`config.mk`:
```
export PLATFORM = sky130hd
export DESIGN_NAME = emif_cal_calbus_arbiter
export DESIGN_NICKNAME = d
export VERILOG_FILES = /design/src/rtl/emif_cal_calbus_arbiter_pkg.sv /design/src/rtl/emif_cal_calbus_rr_arb.sv /design/src/rtl/emif_cal_calbus_arbiter.sv
export SDC_FILE = /design/constraint.sdc
export NUM_CORES = 1
export LEC_CHECK = 0
export ABC_AREA = 0
export BUFFER_PORTS_ARGS = -buffer_cell sky130_fd_sc_hd__buf_2
export CORE_MARGIN = 1
export CORE_UTILIZATION = 43
export DETAILED_ROUTE_END_ITERATION = 16
export PLACE_DENSITY = 0.87
export SLEW_MARGIN = 30
export SYNTH_ARGS = -nofsm -noshare
export SYNTH_HDL_FRONTEND = slang
export SYNTH_SLANG_ARGS = --single-unit
```
`constraint.sdc`:
```
create_clock -name calbus_clk -period 1.5 [get_ports calbus_clk]
set_input_delay 0.15 -clock calbus_clk [delete_from_list [all_inputs] [get_ports calbus_clk]]
set_output_delay 0.15 -clock calbus_clk [all_outputs]
set_load 0.01 [all_outputs]
```
`src/rtl/emif_cal_calbus_arbiter_pkg.sv`:
```
// Shared definitions for the calbus arbiter: calbus field widths, the FSM
// state type and the helper that sizes requester-index fields.
package emif_cal_calbus_arbiter_pkg;

  localparam int CALBUS_ADDR_W = 20;
  localparam int CALBUS_DATA_W = 32;

  typedef enum logic [1:0] {
    ST_IDLE    = 2'd0,
    ST_ISSUE   = 2'd1,
    ST_WAIT_RD = 2'd2
  } calbus_state_e;

  // Width of a requester index; a single requester still gets one bit.
  function automatic int owner_idx_w(input int num_req);
    return (num_req <= 1) ? 1 : $clog2(num_req);
  endfunction

endpackage

```
`src/rtl/emif_cal_calbus_rr_arb.sv`:
```
// Combinational round-robin selector.
// Ports:
//   req        in  NUM_REQ  requesters currently asking for the bus
//   last_grant in  OWNER_W  index of the most recently accepted requester
//   grant      out NUM_REQ  one-hot winner (all zero when nobody requests)
// The search begins at last_grant+1 and wraps, so the previous winner has
// the lowest priority in the next round.
module emif_cal_calbus_rr_arb
  import emif_cal_calbus_arbiter_pkg::*;
#(
  parameter  int NUM_REQ = 2,
  localparam int OWNER_W = owner_idx_w(NUM_REQ)
) (
  input  logic [NUM_REQ-1:0] req,
  input  logic [OWNER_W-1:0] last_grant,
  output logic [NUM_REQ-1:0] grant
);

  always_comb begin
    int  idx;
    logic found;
    grant = '0;
    found = 1'b0;
    idx   = 0;
    for (int k = 1; k <= NUM_REQ; k++) begin
      idx = int'(last_grant) + k;
      if (idx >= NUM_REQ) idx = idx - NUM_REQ;
      if (!found && req[idx]) begin
        grant[idx] = 1'b1;
        found      = 1'b1;
      end
    end
  end

endmodule

```
`src/rtl/emif_cal_calbus_arbiter.sv`:
```
// Arbitrates NUM_REQ Avalon-style requesters onto a single calbus channel.
// One command is in flight at a time: IDLE accepts, ISSUE drives a one-cycle
// strobe, WAIT_RD counts out RD_LATENCY before returning read data.
// Ports:
//   calbus_clk, calbus_reset_n   clock, synchronous active-low reset
//   req_read/req_write           per-requester command strobes (held until accepted)
//   req_address/req_wdata        packed per-requester address (20b) and data (32b)
//   req_waitrequest              low only in the accepting IDLE cycle of the winner
//   req_rdata/req_rdata_valid    shared read data, one-cycle pulse to the owner
//   calbus_read/calbus_write     one-cycle strobes toward the calbus
//   calbus_address/calbus_wdata  registered command fields, held between strobes
//   calbus_rdata                 calbus read return
//   busy                         FSM outside IDLE
//   proto_err                    sticky: a winner raised read and write together
module emif_cal_calbus_arbiter
  import emif_cal_calbus_arbiter_pkg::*;
#(
  parameter int NUM_REQ    = 2,
  parameter int RD_LATENCY = 2
) (
  input  logic                             calbus_clk,
  input  logic                             calbus_reset_n,
  input  logic [NUM_REQ-1:0]               req_read,
  input  logic [NUM_REQ-1:0]               req_write,
  input  logic [NUM_REQ*CALBUS_ADDR_W-1:0] req_address,
  input  logic [NUM_REQ*CALBUS_DATA_W-1:0] req_wdata,
  output logic [NUM_REQ-1:0]               req_waitrequest,
  output logic [CALBUS_DATA_W-1:0]         req_rdata,
  output logic [NUM_REQ-1:0]               req_rdata_valid,
  output logic                             calbus_read,
  output logic                             calbus_write,
  output logic [CALBUS_ADDR_W-1:0]         calbus_address,
  output logic [CALBUS_DATA_W-1:0]         calbus_wdata,
  input  logic [CALBUS_DATA_W-1:0]         calbus_rdata,
  output logic                             busy,
  output logic                             proto_err
);

  localparam int OWNER_W = owner_idx_w(NUM_REQ);
  localparam int CNT_W   = $clog2(RD_LATENCY + 1);
  localparam logic [OWNER_W-1:0] LAST_INIT = OWNER_W'(NUM_REQ - 1);

  calbus_state_e             state;
  logic [OWNER_W-1:0]        last_grant;
  logic [OWNER_W-1:0]        owner;
  logic                      op_wr;
  logic [CNT_W-1:0]          rd_cnt;
  logic [CALBUS_ADDR_W-1:0]  addr_q;
  logic [CALBUS_DATA_W-1:0]  wdata_q;
  logic [CALBUS_DATA_W-1:0]  rdata_p0;
  logic [NUM_REQ-1:0]        rdata_vld_p0;
  logic                      proto_err_q;

  logic [NUM_REQ-1:0]        grant;
  logic                      accept;
  logic [OWNER_W-1:0]        win_idx;
  logic [CALBUS_ADDR_W-1:0]  win_addr;
  logic [CALBUS_DATA_W-1:0]  win_wdata;
  logic                      win_rd;
  logic                      win_wr;
  logic [NUM_REQ-1:0]        owner_oh;

  emif_cal_calbus_rr_arb #(.NUM_REQ(NUM_REQ)) u_rr_arb (
    .req        (req_read | req_write),
    .last_grant (last_grant),
    .grant      (grant)
  );

  // Mux the winning requester's command fields out of the packed buses.
  always_comb begin
    win_idx   = '0;
    win_addr  = '0;
    win_wdata = '0;
    win_rd    = 1'b0;
    win_wr    = 1'b0;
    for (int i = 0; i < NUM_REQ; i++) begin
      if (grant[i]) begin
        win_idx   = OWNER_W'(i);
        win_addr  = req_address[i*CALBUS_ADDR_W +: CALBUS_ADDR_W];
        win_wdata = req_wdata[i*CALBUS_DATA_W +: CALBUS_DATA_W];
        win_rd    = req_read[i];
        win_wr    = req_write[i];
      end
    end
  end

  assign accept   = (state == ST_IDLE) && (|grant);
  assign owner_oh = NUM_REQ'(1) << owner;

  // Waitrequest is forced high during reset even though the FSM only
  // reacts to reset on the clock edge.
  assign req_waitrequest = ~(grant & {NUM_REQ{calbus_reset_n && (state == ST_IDLE)}});

  always_ff @(posedge calbus_clk) begin
    if (!calbus_reset_n) begin
      state        <= ST_IDLE;
      last_grant   <= LAST_INIT;
      owner        <= '0;
      op_wr        <= 1'b0;
      rd_cnt       <= '0;
      addr_q       <= '0;
      wdata_q      <= '0;
      rdata_p0     <= '0;
      rdata_vld_p0 <= '0;
      proto_err_q  <= 1'b0;
    end else begin
      rdata_vld_p0 <= '0;
      unique case (state)
        ST_IDLE: begin
          if (accept) begin
            state      <= ST_ISSUE;
            last_grant <= win_idx;
            owner      <= win_idx;
            op_wr      <= win_wr;   // read+write resolves to a write
            addr_q     <= win_addr;
            wdata_q    <= win_wdata;
            if (win_rd && win_wr) proto_err_q <= 1'b1;
          end
        end
        ST_ISSUE: begin
          if (op_wr) begin
            state <= ST_IDLE;
          end else begin
            state  <= ST_WAIT_RD;
            rd_cnt <= CNT_W'(RD_LATENCY);
          end
        end
        ST_WAIT_RD: begin
          rd_cnt <= rd_cnt - 1'b1;
          // Last wait cycle is strobe+RD_LATENCY: capture and return to IDLE
          // so the next command can be accepted alongside the valid pulse.
          if (rd_cnt == CNT_W'(1)) begin
            state        <= ST_IDLE;
            rdata_p0     <= calbus_rdata;
            rdata_vld_p0 <= owner_oh;
          end
        end
        default: state <= ST_IDLE;
      endcase
    end
  end

  assign calbus_read     = (state == ST_ISSUE) && !op_wr;
  assign calbus_write    = (state == ST_ISSUE) && op_wr;
  assign calbus_address  = addr_q;
  assign calbus_wdata    = wdata_q;
  assign req_rdata       = rdata_p0;
  assign req_rdata_valid = rdata_vld_p0;
  assign busy            = (state != ST_IDLE);
  assign proto_err       = proto_err_q;

endmodule

```
==> results.toml <==
[clocking]
cts_tree = "built"
root_buffer = "clkbuf_8"
clk-insertion-delay-late_ns = 0.35
cts.sinks = 94
clockBufferDepth = 2
path_clk_slew_ns = 0.09
numCtsBuffers = 9
htree_levels = 3

[place]
dp_hpwl_um = 8620
io_buffers = 233
dpl.cell_count = 758
place_congestion = 0.837
placed_cell_area_mm2 = 0.00519

[floorplanning]
die_y_um = 96.8
dieArea_mm2 = 0.00937
io_pins = 234
core_mm2 = 0.00872
fp.dieW_um = 96.8
initial_utilization = 0.443
rows = 34

[worst_setup_path]
r2r_setup_slack_ns = 0
crit_type = "register to output port"
crit_end = "req_waitrequest[0]"
crit_fanout = 4
r2r_start = "state[1]$_SDFFE_PN0P_"
required_ns = 1.35
start_kind = "register"
crit_arrival_ns = 1.52
crit_path_start = "last_grant$_SDFFE_PN1P_"
r2r-end = "calbus_wdata[17]$_SDFFE_PN0P_"
worst_r2r_path_depth = 6
worst_setup_path_end_kind = "output port"

[synth]
synth_cell_type_count = 36
synth_nets = 582
netlist_area_mm2 = 0.00386
synthTopCellsByArea = "dfxtp_1 (49%), a221o_1 (13%), nand2_1 (12%)"
synth.avg_cell_area_um2 = 8.80
ys_seq_area_frac = 0.487
ys_seq_elements = 94
yosys_warnings = 0
syn_inst = 439
yosys.area.top_type = "dfxtp_1"
yosys.area.top_type_share = 0.487

[global_routing]
grt_pass1_vias = 4113
grt_max_degree = 58
grt.overflow.total = 0
gr-usage-all-layers = 0.253
antenna_found_initial = 0
grt_first_pass_wirelength_um = 19300

[routing]
firstDrtPassIters = 4
via_per_inst = 5.59
wl_per_cell_um = 15.9
vias = 4451
ant_nets = 0
drt-initial-drc-count = 189
route.detailed.drc = 0
totalWireLength_um = 12600

[cells_and_area]
multi_input_area_mm2 = 0.00186
n_fill_cell = 706
num_antenna_cells = 0
final_cells = 796
area_growth_pct = 49.4
drive_gt1_frac = 0.440
stdcell_area_mm2 = 0.00577
final_nets = 826
seq_area_mm2 = 0.00189

[timing]
setup_viol = 2
hold_viol = 0
clock.fmax_mhz = 599
clock-skew-final_ns = 0.00880
drv_slew = 0
worst_pin_slew_ns = 0.554
setup_slack_ns = -0.169
finalCritPeriodShare = 1.11
fin_crit_ns = 1.67
slew-limit-headroom = 0.631
rsz0062_at_grt = "yes"

[run_status]
failed_checks = "negative setup slack"
status = "finished, violations left"

[hold_path]
hold_path.class = "primary input to register"

[power_and_ir_drop]
leakage_uw = 0.00270
cellPowerDensity_mw_per_mm2 = 1100
vdd_drop_max_mv = 0.631

[run]
drv_cap = 0
[how the worst min path moves through the flow]
stage | to | from | cells past startpoint | slack (ns)
6_report | calbus_address[17]$_SDFFE_PN0P_ | req_address[37] | 2 | 0.02
3_3_place_gp | calbus_address[6]$_SDFFE_PN0P_ | req_address[26] | 2 | 0.37
2_1_floorplan | req_rdata[0]$_SDFFE_PN0P_ | calbus_rdata[0] | 2 | 0.29
4_1_cts | calbus_address[3]$_SDFFE_PN0P_ | req_address[23] | 2 | 0.0008
5_1_grt | calbus_wdata[24]$_SDFFE_PN0P_ | req_wdata[56] | 2 | 0.002
3_5_place_dp | calbus_wdata[31]$_SDFFE_PN0P_ | req_wdata[63] | 2 | 0.38
[state kept, by name, summed over array words and instances (netlist names)]
register / flops
rd_cnt: 2
req_rdata_valid: 2
calbus_wdata: 32
state: 2
last_grant: 1
proto_err: 1
op_wr: 1
req_rdata: 32
owner: 1
calbus_address: 20
[cells in the mapped netlist]
master / number
or3_1: 1
inv_2: 1
o32ai_1: 1
nor2_4: 1
ha_1: 1
buf_1: 2
inv_1: 5
a2bb2oi_1: 1
buf_6: 5
or4_4: 1
o21ba_2: 1
nand2_1: 119
buf_2: 10
nor4_4: 1
and3b_1: 3
xnor2_1: 1
nand2b_1: 1
o21ai_0: 3
a21oi_4: 1
a21oi_1: 37
a221o_1: 52
o311ai_0: 1
nor2_1: 4
o21a_1: 1
nand3b_1: 1
a22o_1: 1
nor2b_1: 1
nor3b_1: 1
o22ai_1: 1
and3_1: 1
nor4_1: 52
clkbuf_1: 29
or4_1: 1
nand3_1: 1
nor3_1: 2
dfxtp_1: 94
[area by class of cell]
type / count / share of cell area
Tap cell: 108 / 0.0234
Sequential cell: 94 / 0.327
Inverter: 6 / 0.00477
Clock buffer: 10 / 0.0238
Multi-Input combinational cell: 293 / 0.321
Clock inverter: 6 / 0.0119
Timing Repair Buffer: 279 / 0.288
[worst max-delay path, stage by stage (launching register included)]
cell and delay, ns:
dfxtp_2 0.37, o21ba_4 0.16, or4_1 0.48, buf_2 0.16
[layer usage]
layer,vias to the layer above,global-route usage,share of wire
met5,-,0,0
met4,0,0.0689,0.016
met3,23,0.0672,0.076
met2,228,0.469,0.52
met1,2095,0.283,0.38
li1,2105,-,-
[power breakdown]
part           internal [uW]  switching (uW)
combinational            806             890
clock                    826             901
sequential              2770             167
[timing repair]
| item | 4_1_cts | 5_1_grt |
|---|---|---|
| endpoints found under the setup margin | 3 | 55 |
| hold buffers | 3 | 13 |
| buffers inserted | 5 | 2 |
| pin swaps | 2 | 0 |
| resized for setup | 6 | 24 |
| hold endpoints to repair | 3 | 13 |
| gates cloned | 1 | 0 |
[cells by family (layout without fill, tap and decap cells)]
kind of cell / count (synthesis) / after routing / share of synthesized area
simple gates: 191 / 191 / 0.238
xor+xnor: 1 / 1 / 0.00227
compound gates: 100 / 100 / 0.206
fa+ha+maj: 1 / 1 / 0.00324
buf+inv: 52 / 301 / 0.0635
flops: 94 / 94 / 0.487
[layout by cell type, fill, tap and decap left out, types with 2 or more instances in the layout]
| cell type | n |
|---|---|
| clkinv_4 | 2 |
| nor4_4 | 3 |
| clkbuf_8 | 10 |
| dfxtp_1 | 91 |
| inv_1 | 4 |
| o21ai_0 | 3 |
| nor2_1 | 3 |
| buf_6 | 6 |
| and3b_1 | 3 |
| nor2_4 | 2 |
| nor4_2 | 9 |
| buf_2 | 231 |
| a21oi_1 | 37 |
| inv_4 | 2 |
| nor4_1 | 41 |
| dlygate4sd3_1 | 16 |
| dfxtp_2 | 3 |
| nor3_1 | 2 |
| a221o_1 | 52 |
| buf_4 | 20 |
| buf_12 | 5 |
| nand2_1 | 119 |
[metrics by stage]
stage	hold WS, ns	setup TNS, ns	utilization	worst slack, ns	power (uW)
after floorplan	0.286	0	-	0.0375	3800
after global placement	0.374	0	0.595	0.0379	4420
after detailed placement	0.379	-0.0243	0.595	-0.0211	4480
after CTS	0.000758	-1.17	0.633	-0.174	6260
after global routing	0.00152	-0.749	0.662	-0.243	6680
final	0.0199	-0.264	0.662	-0.169	6360
Note: power is estimated with default switching activity, not from simulation.
